--- src/rtl/exe_pkg.sv ---
// Shared definitions for the execution-unit sequencer slice.
package exe_pkg;

  // Status code the execution unit reports for a clean result.
  localparam logic [1:0] STATUS_OK = 2'b00;

  // Width of the saturating error counter exported by the sequencer.
  localparam int unsigned ERR_CNT_W = 8;

  // Width of the latency wait counter; holds LAT values 0..15.
  localparam int unsigned LAT_CNT_W = 4;

  typedef enum logic [1:0] {
    IDLE = 2'b00,
    WAIT = 2'b01,
    RESP = 2'b10
  } seq_state_t;

  // True when a captured status should count as an error.
  function automatic logic is_err_status(input logic [1:0] st);
    return st != STATUS_OK;
  endfunction

endpackage

--- src/rtl/exe_unit_sequencer_if.sv ---
// Request/response handshake bundle between a command source and the sequencer.
interface exe_unit_sequencer_if #(
  parameter int unsigned m = 8,
  parameter int unsigned n = 2
);

  logic         i_req_valid;
  logic         o_req_ready;
  logic [n-1:0] i_req_oper;
  logic [m-1:0] i_req_argA;
  logic [m-1:0] i_req_argB;

  logic         o_rsp_valid;
  logic         i_rsp_ready;
  logic [m-1:0] o_rsp_result;
  logic [1:0]   o_rsp_status;

  // Command source side.
  modport master (
    output i_req_valid, i_req_oper, i_req_argA, i_req_argB, i_rsp_ready,
    input  o_req_ready, o_rsp_valid, o_rsp_result, o_rsp_status
  );

  // Sequencer side.
  modport slave (
    input  i_req_valid, i_req_oper, i_req_argA, i_req_argB, i_rsp_ready,
    output o_req_ready, o_rsp_valid, o_rsp_result, o_rsp_status
  );

endinterface

--- src/rtl/sat_counter.sv ---
// Up-counter that sticks at all-ones; synchronous active-low clear wins over increment.
module sat_counter #(
  parameter int unsigned W = 8
) (
  input  logic         i_clk,
  input  logic         i_clr_n,
  input  logic         i_inc,
  output logic [W-1:0] o_cnt
);

  logic [W-1:0] cnt_q;
  logic [W-1:0] cnt_d;

  // Next count: advance only while below the saturation value.
  always_comb begin
    cnt_d = cnt_q;
    if (i_inc && (cnt_q != '1)) begin
      cnt_d = cnt_q + W'(1);
    end
  end

  // Count register with synchronous clear.
  always_ff @(posedge i_clk) begin
    if (!i_clr_n) begin
      cnt_q <= '0;
    end else begin
      cnt_q <= cnt_d;
    end
  end

  assign o_cnt = cnt_q;

endmodule

--- src/rtl/exe_unit_sequencer.sv ---
// One-operation-in-flight front end for exe_unit_w1: accepts a request,
// waits out the unit latency, captures result/status, returns a response.
module exe_unit_sequencer
  import exe_pkg::*;
#(
  parameter int unsigned m   = 8,
  parameter int unsigned n   = 2,
  parameter int unsigned LAT = 1
) (
  input  logic                 i_clk,
  input  logic                 i_rsn,
  exe_unit_sequencer_if.slave  cmd,
  output logic [n-1:0]         o_exe_oper,
  output logic [m-1:0]         o_exe_argA,
  output logic [m-1:0]         o_exe_argB,
  input  logic [m-1:0]         i_exe_result,
  input  logic [1:0]           i_exe_status,
  output logic [ERR_CNT_W-1:0] o_err_cnt,
  output logic                 o_busy
);

  localparam logic [LAT_CNT_W-1:0] LAT_V = LAT_CNT_W'(LAT);

  seq_state_t           state_q;
  logic [LAT_CNT_W-1:0] wait_q;
  logic [n-1:0]         exe_oper_q;
  logic [m-1:0]         exe_argA_q;
  logic [m-1:0]         exe_argB_q;
  logic [m-1:0]         rsp_result_q;
  logic [1:0]           rsp_status_q;
  logic                 rsp_valid_q;
  logic                 req_ready_q;
  logic                 busy_q;
  logic                 capture;
  logic                 err_inc;

  // Capture edge: last WAIT cycle, when the unit output is valid.
  assign capture = (state_q == WAIT) && (wait_q == '0);
  assign err_inc = capture && is_err_status(i_exe_status);

  // Sequencer FSM; every handshake output is registered alongside the state.
  always_ff @(posedge i_clk) begin
    if (!i_rsn) begin
      state_q      <= IDLE;
      wait_q       <= '0;
      exe_oper_q   <= '0;
      exe_argA_q   <= '0;
      exe_argB_q   <= '0;
      rsp_result_q <= '0;
      rsp_status_q <= '0;
      rsp_valid_q  <= 1'b0;
      req_ready_q  <= 1'b1;
      busy_q       <= 1'b0;
    end else begin
      unique case (state_q)
        IDLE: begin
          if (cmd.i_req_valid) begin
            exe_oper_q  <= cmd.i_req_oper;
            exe_argA_q  <= cmd.i_req_argA;
            exe_argB_q  <= cmd.i_req_argB;
            wait_q      <= LAT_V;
            state_q     <= WAIT;
            req_ready_q <= 1'b0;
            busy_q      <= 1'b1;
          end
        end
        WAIT: begin
          if (wait_q == '0) begin
            rsp_result_q <= i_exe_result;
            rsp_status_q <= i_exe_status;
            rsp_valid_q  <= 1'b1;
            state_q      <= RESP;
          end else begin
            wait_q <= wait_q - LAT_CNT_W'(1);
          end
        end
        RESP: begin
          if (cmd.i_rsp_ready) begin
            rsp_valid_q <= 1'b0;
            req_ready_q <= 1'b1;
            busy_q      <= 1'b0;
            state_q     <= IDLE;
          end
        end
        default: begin
          rsp_valid_q <= 1'b0;
          req_ready_q <= 1'b1;
          busy_q      <= 1'b0;
          state_q     <= IDLE;
        end
      endcase
    end
  end

  sat_counter #(
    .W(ERR_CNT_W)
  ) u_err_cnt (
    .i_clk   (i_clk),
    .i_clr_n (i_rsn),
    .i_inc   (err_inc),
    .o_cnt   (o_err_cnt)
  );

  assign cmd.o_req_ready  = req_ready_q;
  assign cmd.o_rsp_valid  = rsp_valid_q;
  assign cmd.o_rsp_result = rsp_result_q;
  assign cmd.o_rsp_status = rsp_status_q;
  assign o_exe_oper       = exe_oper_q;
  assign o_exe_argA       = exe_argA_q;
  assign o_exe_argB       = exe_argB_q;
  assign o_busy           = busy_q;

endmodule

--- src/flat_wrapper.sv ---
// flat-port wrapper written by rule: the top's interface ports become plain ports
module exe_unit_sequencer_flat import exe_pkg::*;
#(
  parameter int unsigned m   = 8,
  parameter int unsigned n   = 2,
  parameter int unsigned LAT = 1
)
  (i_clk, i_rsn, o_exe_oper, o_exe_argA, o_exe_argB, i_exe_result, i_exe_status, o_err_cnt, o_busy, cmd_i_req_valid, cmd_i_req_oper, cmd_i_req_argA, cmd_i_req_argB, cmd_i_rsp_ready, cmd_o_req_ready, cmd_o_rsp_valid, cmd_o_rsp_result, cmd_o_rsp_status);
  exe_unit_sequencer_if #(.m(m), .n(n)) cmd_i ();
  input  logic i_clk;
  input  logic i_rsn;
  output logic [n-1:0] o_exe_oper;
  output logic [m-1:0] o_exe_argA;
  output logic [m-1:0] o_exe_argB;
  input  logic [m-1:0] i_exe_result;
  input  logic [1:0] i_exe_status;
  output logic [ERR_CNT_W-1:0] o_err_cnt;
  output logic o_busy;
  input wire logic [$bits(cmd_i.i_req_valid)-1:0] cmd_i_req_valid;
  input wire logic [$bits(cmd_i.i_req_oper)-1:0] cmd_i_req_oper;
  input wire logic [$bits(cmd_i.i_req_argA)-1:0] cmd_i_req_argA;
  input wire logic [$bits(cmd_i.i_req_argB)-1:0] cmd_i_req_argB;
  input wire logic [$bits(cmd_i.i_rsp_ready)-1:0] cmd_i_rsp_ready;
  output wire logic [$bits(cmd_i.o_req_ready)-1:0] cmd_o_req_ready;
  output wire logic [$bits(cmd_i.o_rsp_valid)-1:0] cmd_o_rsp_valid;
  output wire logic [$bits(cmd_i.o_rsp_result)-1:0] cmd_o_rsp_result;
  output wire logic [$bits(cmd_i.o_rsp_status)-1:0] cmd_o_rsp_status;
  assign cmd_i.i_req_valid = cmd_i_req_valid;
  assign cmd_i.i_req_oper = cmd_i_req_oper;
  assign cmd_i.i_req_argA = cmd_i_req_argA;
  assign cmd_i.i_req_argB = cmd_i_req_argB;
  assign cmd_i.i_rsp_ready = cmd_i_rsp_ready;
  assign cmd_o_req_ready = cmd_i.o_req_ready;
  assign cmd_o_rsp_valid = cmd_i.o_rsp_valid;
  assign cmd_o_rsp_result = cmd_i.o_rsp_result;
  assign cmd_o_rsp_status = cmd_i.o_rsp_status;
  exe_unit_sequencer #(.m(m), .n(n), .LAT(LAT)) u_core (.i_clk(i_clk), .i_rsn(i_rsn), .cmd(cmd_i), .o_exe_oper(o_exe_oper), .o_exe_argA(o_exe_argA), .o_exe_argB(o_exe_argB), .i_exe_result(i_exe_result), .i_exe_status(i_exe_status), .o_err_cnt(o_err_cnt), .o_busy(o_busy));
endmodule
--- config.mk ---
export PLATFORM = sky130hd
export DESIGN_NAME = exe_unit_sequencer_flat
export DESIGN_NICKNAME = d
export VERILOG_FILES = /design/src/rtl/exe_pkg.sv /design/src/rtl/exe_unit_sequencer_if.sv /design/src/rtl/sat_counter.sv /design/src/rtl/exe_unit_sequencer.sv /design/src/flat_wrapper.sv
export SDC_FILE = /design/constraint.sdc
export NUM_CORES = 1
export LEC_CHECK = 0
export ABC_AREA = 1
export CAP_MARGIN = 20
export CORE_ASPECT_RATIO = 1.1
export CORE_UTILIZATION = 46
export CTS_CLUSTER_DIAMETER = 30
export CTS_CLUSTER_SIZE = 8
export DETAILED_ROUTE_END_ITERATION = 8
export PLACE_DENSITY = 0.83
export SLEW_MARGIN = 20
export SYNTH_ARGS = -nofsm -noshare
export SYNTH_HDL_FRONTEND = slang
export SYNTH_SLANG_ARGS = --single-unit
--- constraint.sdc ---
create_clock -name i_clk -period 2.2 [get_ports i_clk]
set_input_delay 0.55 -clock i_clk [delete_from_list [all_inputs] [get_ports i_clk]]
set_output_delay 0.55 -clock i_clk [all_outputs]
set_load 0.005 [all_outputs]
==> results of run 1 <==
-- where the power goes --
part           switching (mW)  internal, mW  total, mW
clock network           0.286         0.340      0.625
logic                   0.223         0.247      0.470
registers              0.0496         0.898      0.948
total                   0.558          1.48       2.04
-- cells in the mapped netlist (all sizes together) --
master	instances
buf	5
ha	3
clkinv	1
o21ai	30
nor3	1
nand4	1
xor2	2
a21oi	14
nor3b	1
clkbuf	3
nor2	76
o21bai	1
nand3	13
inv	16
dfxtp	45
nand2	38
-- layout by cell type, fill, tap and decap left out --
cell type / instances
sky130_fd_sc_hd__nor2_1: 71
sky130_fd_sc_hd__clkdlybuf4s50_1: 70
sky130_fd_sc_hd__dfxtp_1: 45
sky130_fd_sc_hd__nand2_1: 36
sky130_fd_sc_hd__o21ai_0: 29
sky130_fd_sc_hd__inv_1: 14
sky130_fd_sc_hd__a21oi_1: 14
sky130_fd_sc_hd__nand3_1: 11
sky130_fd_sc_hd__clkbuf_8: 5
sky130_fd_sc_hd__nor2_4: 3
sky130_fd_sc_hd__ha_1: 3
sky130_fd_sc_hd__inv_2: 2
sky130_fd_sc_hd__nand3_2: 2
sky130_fd_sc_hd__nor2_2: 2
sky130_fd_sc_hd__nand2_2: 2
sky130_fd_sc_hd__xor2_1: 2
sky130_fd_sc_hd__buf_4: 2
sky130_fd_sc_hd__nor3b_1: 1
sky130_fd_sc_hd__clkinv_1: 1
sky130_fd_sc_hd__o21ai_1: 1
sky130_fd_sc_hd__o21bai_1: 1
sky130_fd_sc_hd__nand4_1: 1
sky130_fd_sc_hd__nor3_1: 1
sky130_fd_sc_hd__clkinv_4: 1
sky130_fd_sc_hd__clkinvlp_4: 1
sky130_fd_sc_hd__bufinv_16: 1
-- stage by stage --
| step | cell area, µm² | cells | worst slack, ns | util, % | hold slack [ns] |
|---|---|---|---|---|---|
| CTS | 2700 | 372 | 0.369 | 72.0 | 0.469 |
| global route | 2700 | 372 | 0.334 | 72.0 | 0.495 |
| global placement | 2580 | 364 | 0.323 | 69.0 | 0.453 |
| detailed placement | 2580 | 364 | 0.295 | 69.0 | 0.457 |
| floorplan | 1850 | 250 | 0.947 | - | 0.456 |
| finish | 2700 | 372 | 0.364 | 72.0 | 0.469 |
-- per-layer routing --
metal	GRT usage, %	wire [µm]	part of all wire (%)	vias to the layer above
li1	-	-	-	939
met1	24.2	1900	43	809
met2	40.8	2200	50	49
met3	5.50	225	5.1	6
met4	9.01	59	1.3	0
met5	0	0	0	-
-- worst register-to-register path, cell delays in order, from the launching register on --
cell and delay (ns):
sky130_fd_sc_hd__dfxtp_1 0.31, sky130_fd_sc_hd__inv_1 0.13, sky130_fd_sc_hd__ha_1 0.24, sky130_fd_sc_hd__nand2_2 0.11, sky130_fd_sc_hd__nor2_4 0.26, sky130_fd_sc_hd__nand3_1 0.21
sky130_fd_sc_hd__o21ai_1 0.17, sky130_fd_sc_hd__nor2_1 0.05
-- final timing paths --
path / startpoint / endpoint / cells past startpoint
min: u_core.cmd.o_rsp_status[1] / u_core.cmd.o_rsp_status[1] / 2
min reg2reg: u_core.cmd.o_rsp_status[1] / u_core.cmd.o_rsp_status[1] / 2
max reg2reg: u_core.wait_q[1] / u_core.u_err_cnt.o_cnt[1] / 7
max: u_core.u_err_cnt.o_cnt[2] / o_err_cnt[2] / 1
-- final cells by class --
type                    count  area, µm²  area share [%]
flip-flops and latches     45        901            33.4
clock buffers               5       68.8            2.55
multi-input cells         180        837            31.1
clock inverters             3       46.3            1.72
well taps                  50       62.6            2.32
repair buffers             72        716            26.6
inverters                  17       63.8            2.37
-- state kept, by name, indices dropped and copies added, names as in the netlist --
signal / cells
u_core.o_exe_oper: 2
u_core.cmd.o_rsp_valid: 1
u_core.o_exe_argA: 8
u_core.cmd.o_req_ready: 1
u_core.u_err_cnt.o_cnt: 8
u_core.o_exe_argB: 8
u_core.cmd.o_rsp_result: 8
u_core.cmd.o_rsp_status: 2
u_core.o_busy: 1
u_core.wait_q: 4
u_core.state_q: 2
-- kinds of logic after synthesis --
| group | share of synthesized area (%) |
|---|---|
| XOR/XNOR | 0.948 |
| adder cells (fa/ha/maj) | 2.03 |
| AND/OR/NAND/NOR | 30.0 |
| flip-flops | 48.7 |
| AO/OA/AOI/OAI | 12.3 |
| buffers and inverters | 5.96 |
==> flow_summary.rst, run 1 <==
.. list-table::
   :header-rows: 1

   * - Metric
     - Value
   * - Initial antenna violation count
     - 0
   * - Average via count per standard cell
     - 4.85
   * - Clk sink count
     - 45
   * - Actual slew at the worst max-slew pin
     - 0.360 ns
   * - Dpl hpwl
     - 3.06 mm
   * - Die H
     - 68.5 µm
   * - Fill cell total of the finished layout
     - 317
   * - Top delay family on crit path
     - buffers and inverters
   * - Core footprint
     - 3740 µm²
   * - Biggest cell delay along the critical path
     - 0.54 ns
   * - Total standard cell area after synthesis
     - 1850 µm²
   * - Buffers plus inverters on the worst setup path
     - 1
   * - Clock skew after layout
     - 0.00550 ns
   * - Detailed-route wire length per cell
     - 11.8 µm
   * - Synthesis Warnings
     - 0
   * - Net count after synthesis
     - 285
   * - Top Ports
     - 71
   * - Via count of the routed design
     - 1803
   * - Layout cells sized above 1
     - 6.52%
   * - Antenna diode count
     - 0
   * - Startpoint class of the critical path
     - flop
   * - Run status
     - finished, final reports clean
   * - Row Count
     - 23
   * - Kind of critical path
     - reg -> out
   * - Number of global-route vias before repair
     - 1647
   * - Number of gates given a new drive strength after cts
     - 0
   * - #FFs+latches synth
     - 45
   * - Clock insertion delay at the later pin of the skew report
     - 0.30 ns
   * - Final setup TNS
     - 0 ns
   * - Number of distinct library cells after synthesis
     - 25
   * - Crit path arrival time
     - 1.29 ns
   * - Overall global routing resource usage
     - 22.0%
   * - Classification of the worst-slack hold path
     - reg -> reg
   * - Net count reported at finish
     - 356
   * - Area of the die
     - 4280 µm²
   * - Clock tree from TritonCTS
     - done
   * - Worst-path cell with the longest stage delay
     - sky130_fd_sc_hd__clkdlybuf4s50_1
   * - Flop2flop setup slack
     - 0.62 ns
   * - Area leader, netlist
     - sky130_fd_sc_hd__dfxtp_1
   * - GP Congestion
     - 0.837
   * - Required time at the worst-slack endpoint
     - 1.65 ns
   * - Unrepaired setup endpoints after global routing
     - false
   * - Fraction of post-synthesis cell area in the top cell type by area
     - 48.7%
   * - Total iterations of the first detailed-routing run
     - 4
   * - Setup bufs post-CTS
     - 0
   * - Largest cells by area after synthesis
     - sky130_fd_sc_hd__dfxtp_1, sky130_fd_sc_hd__nor2_1, sky130_fd_sc_hd__o21ai_0
   * - Power after layout
     - 2.04 mW
   * - Cell at the root of the clock tree
     - sky130_fd_sc_hd__clkbuf_8
   * - Width of the die
     - 62.4 µm
   * - Hold bufs inserted after CTS
     - 0
   * - Synth Instances
     - 250
   * - Highest achievable clock rate
     - 545 MHz
   * - Proportion of synthesized chip area in sequential cells
     - 48.7%
   * - Average instance area after synthesis
     - 7.39 µm²
   * - Crit Path Max Fanout
     - 6
   * - Critical Path End Type
     - output port
   * - First-pass GRT wire length
     - 7.25 mm
   * - Maximum count of clock buffers along a single path
     - 2
   * - Detailed router's first-iteration violation count
     - 105
   * - Fin. Hold Viols
     - 0
   * - GRT overflow
     - 0
   * - Final critical-path required period
     - 1.84 ns
   * - Total Wirelength
     - 4.38 mm
   * - Initial Util
     - 49.4%
   * - Maximum vdd ir drop
     - 0.551 mV
   * - Setup violation total in the final timing report
     - 0
   * - Cell Pwr Density
     - 758 nW/µm²
   * - Number of maximum-capacitance constraint violations
     - 0
   * - Static leakage power
     - 1.06 nW
   * - Slew Limit Headroom
     - 76.0%
   * - Cts bufs inserted
     - 5
   * - H-Tree Level Count
     - 2
   * - Crit-path cells
     - clkdlybuf4s50_1
   * - Largest net degree at the start of global routing
     - 35
   * - Port Buffers
     - 70
   * - Final worst-path cycle share
     - 83.4%
   * - Number of DRC violations after detailed routing
     - 0
   * - Max-slew violation total from the final report
     - 0
   * - Clock-pin transition on the worst setup and hold timing paths
     - 0.08 ns
   * - Number of nets still failing antenna checks after routing
     - 0
   * - Area growth from synthesis to final layout
     - 45.8%
Note: power is estimated with default switching activity, not from simulation.
==> run 2: changes to the inputs <==
- CORE_UTILIZATION: 46 -> 39
- PLACE_DENSITY: 0.83 -> 0.75
- clock period: 2.2 -> 1.6 ns (I/O delays scaled with it)
==> run 2 against run 1 <==
Core utilization shrank 8.4 points. Wire length is 2.4% higher. Via count rose by 1.9%. Final cell count rose by 3.8%. Non-clock buffer count up 10. Clock power is 9.8% higher. Clock-buffer cell count rose by 1. First-iteration DRC count rose by 6.7%. Sequential cell count unchanged. Worst setup slack got worse by 0.32 ns.
==> flow_summary.rst, run 2 (synthesis gave the netlist of run 1 again) <==
.. list-table::
   :header-rows: 1

   * - Metric
     - Value
   * - Run status
     - finished, final reports clean
   * - Area growth from synthesis to final layout
     - 52.0%
   * - Last element of the critical path
     - o_err_cnt[0]
   * - Maximum count of clock buffers along a single path
     - 2 (unchanged)
   * - Net switching share of the total power
     - 28.3% (+0.98 points)
   * - Clk sink count
     - 45 (unchanged)
   * - Stages on worst setup path
     - 1 (unchanged)
   * - GP Congestion
     - 0.866 (+3.5%)
   * - Highest achievable clock rate
     - 643 MHz
   * - Worst-path cell with the longest stage delay
     - sky130_fd_sc_hd__clkdlybuf4s50_1
   * - Top delay family on crit path
     - buffers and inverters
   * - Final worst-path cycle share
     - 97.2%
   * - Overall global routing resource usage
     - 18.7% (-3.3 points)
   * - Dpl hpwl
     - 3.34 mm (+8.9%)
   * - Multi-input gate area in the final layout
     - 842 µm² (+0.60%)
   * - Clock skew after layout
     - 0.00727 ns (+0.00178 ns)
   * - First-pass GRT wire length
     - 7.09 mm (-2.2%)
   * - Clock tree from TritonCTS
     - done
   * - Cell at the root of the clock tree
     - sky130_fd_sc_hd__clkbuf_8
   * - Critical R2R Launch
     - u_core.wait_q[0]
   * - Endpoint of the most critical register-to-register path
     - u_core.u_err_cnt.o_cnt[0]
   * - Startpoint class of the critical path
     - flop
   * - Tightest hold margin
     - 0.465 ns (-0.00418 ns)
   * - Fill cell total of the finished layout
     - 407 (+28%)
   * - Slew Limit Headroom
     - 74.4% (-1.5 points)
   * - Buffers plus inverters on the worst setup path
     - 1 (unchanged)
   * - Final setup TNS
     - 0 ns (unchanged)
   * - Maximum vdd ir drop
     - 0.663 mV (+20%)
   * - Crit path arrival time
     - 1.16 ns (-0.13 ns)
   * - Fin. Hold Viols
     - 0 (unchanged)
   * - Max-slew violation total from the final report
     - 0 (unchanged)
   * - Port Buffers
     - 70 (unchanged)
   * - Number of DRC violations after detailed routing
     - 0 (unchanged)
   * - Largest net degree at the start of global routing
     - 18 (-49%)
   * - Total iterations of the first detailed-routing run
     - 4 (unchanged)
   * - Net switching power
     - 752 µW (+35%)
   * - Flop2flop setup slack
     - 0.18 ns (-0.44 ns)
   * - Final critical-path required period
     - 1.56 ns
   * - Area of the die
     - 5020 µm² (+17%)
   * - Initial antenna violation count
     - 0 (unchanged)
   * - Power after layout
     - 2.66 mW (+30%)
   * - GRT overflow
     - 0 (unchanged)
   * - Most frequent standard cell in the layout excluding fill and tap cells
     - sky130_fd_sc_hd__nor2_1
   * - Antenna diode count
     - 0 (unchanged)
   * - Number of nets still failing antenna checks after routing
     - 0 (unchanged)
   * - H-Tree Level Count
     - 2 (unchanged)
   * - Via count of the routed design
     - 1837 (+1.9%)
   * - Required time at the worst-slack endpoint
     - 1.20 ns (-0.45 ns)
   * - Cell Pwr Density
     - 946 nW/µm² (+25%)
   * - Leading cell types in the layout, fill and taps excluded
     - sky130_fd_sc_hd__nor2_1, sky130_fd_sc_hd__clkdlybuf4s50_1, sky130_fd_sc_hd__nand2_1, sky130_fd_sc_hd__dfxtp_1, sky130_fd_sc_hd__o21ai_0
   * - Number of maximum-capacitance constraint violations
     - 0 (unchanged)
   * - Row Count
     - 25 (+8.7%)
   * - Kind of critical path
     - reg -> out
   * - Detailed router's first-iteration violation count
     - 112 (+6.7%)
   * - Die H
     - 74.2 µm (+8.4%)
   * - Setup violation total in the final timing report
     - 0 (unchanged)
   * - Layout cells sized above 1
     - 11.7% (+5.2 points)
   * - Clock insertion delay at the later pin of the skew report
     - 0.30 ns (about the same)
   * - Crit Path Max Fanout
     - 5 (-1)
   * - Total Wirelength
     - 4.49 mm (+2.4%)
   * - Clock-pin transition on the worst setup and hold timing paths
     - 0.08 ns (about the same)
   * - Comb pwr share
     - 25.5% (+2.5 points)
   * - Number of global-route vias before repair
     - 1701 (+3.3%)
   * - Net count reported at finish
     - 366 (+2.8%)
   * - Launching instance or port of the critical path
     - u_core.u_err_cnt.o_cnt[0]
   * - Pre-CTS worst setup slack
     - -0.0159 ns (-0.311 ns)
   * - Core footprint
     - 4410 µm² (+18%)
   * - Cts bufs inserted
     - 5 (unchanged)
   * - Internal power
     - 1.91 mW (+28%)
   * - Top Ports
     - 71 (unchanged)
   * - Biggest cell delay along the critical path
     - 0.49 ns (-0.05 ns)
   * - Actual slew at the worst max-slew pin
     - 0.384 ns (+0.0231 ns)
   * - Critical Path End Type
     - output port
   * - Worst-case setup margin in the final layout
     - 0.0447 ns (-0.320 ns)
   * - Initial Util
     - 41.9% (-7.5 points)
   * - Crit-path cells
     - clkdlybuf4s50_1
   * - Detailed-route wire length per cell
     - 11.6 µm (-1.3%)
   * - Average via count per standard cell
     - 4.76 (-1.8%)
   * - Relative contribution of the clock network to total power
     - 25.8% (-4.8 points)
   * - Worst Reg2Reg Path Length in Cells
     - 9 (+2)
   * - Static leakage power
     - 1.25 nW (+18%)
   * - Share of total power in sequential cells
     - 48.7% (+2.3 points)
   * - Width of the die
     - 67.6 µm (+8.3%)
   * - Classification of the worst-slack hold path
     - reg -> reg
   * - Register area
     - 922 µm² (+2.4%)
run 2: worst min-delay path: stages (launching register included):
cell,delay (ns)
sky130_fd_sc_hd__dfxtp_1,0.31
sky130_fd_sc_hd__nand2_1,0.06
sky130_fd_sc_hd__a21oi_1,0.05
run 2: worst min path at each step:
stage               slack [ns]  depth (start not counted)           from            end
floorplan                 0.46                          2  u_core.o_busy  u_core.o_busy
global placement          0.45                          2  u_core.o_busy  u_core.o_busy
detailed placement        0.46                          2  u_core.o_busy  u_core.o_busy
CTS                       0.47                          2  u_core.o_busy  u_core.o_busy
global route              0.49                          2  u_core.o_busy  u_core.o_busy
finish                    0.46                          2  u_core.o_busy  u_core.o_busy
run 2: layout make-up:
type                    instances  share of cell area (%)
clock inverters                 2                   0.535
well taps                      54                    2.41
repair buffers                 82                    29.4
flip-flops and latches         45                    32.8
multi-input cells             180                    30.0
clock buffers                   6                    2.58
inverters                      17                    2.27
run 2: what timing repair did:
item,4_1_cts,5_1_grt
pin swaps,0,0
buffers inserted,0,1
hold buffers,0,0
setup endpoints to repair,7,15
endpoints found under the hold margin,0,0
gates resized for setup,8,15
run 2: per-stage QoR:
step           area, µm²  cells  utilization (%)
4_1_cts             2760    385             62.7
3_5_place_dp        2670    377             60.4
2_1_floorplan       1850    250                -
6_report            2810    386             63.7
3_3_place_gp        2670    377             60.4
5_1_grt             2810    386             63.7
run 2: power by group through the flow:
stage               sequential, mW  clock (mW)  combinational, mW
finish                        1.29       0.686              0.676
global route                  1.31       0.761              0.761
CTS                           1.30       0.719              0.687
detailed placement            1.33           0              0.684
global placement              1.32           0              0.674
floorplan                     1.33           0              0.321
run 2: routing by layer:
layer / routed length (µm) / global-route usage [%] / vias to the layer above
met5: 0 / 0 / -
met4: 38 / 5.20 / 0
met3: 312 / 6.60 / 4
met2: 2190 / 32.9 / 49
met1: 1940 / 20.9 / 827
li1: - / - / 957
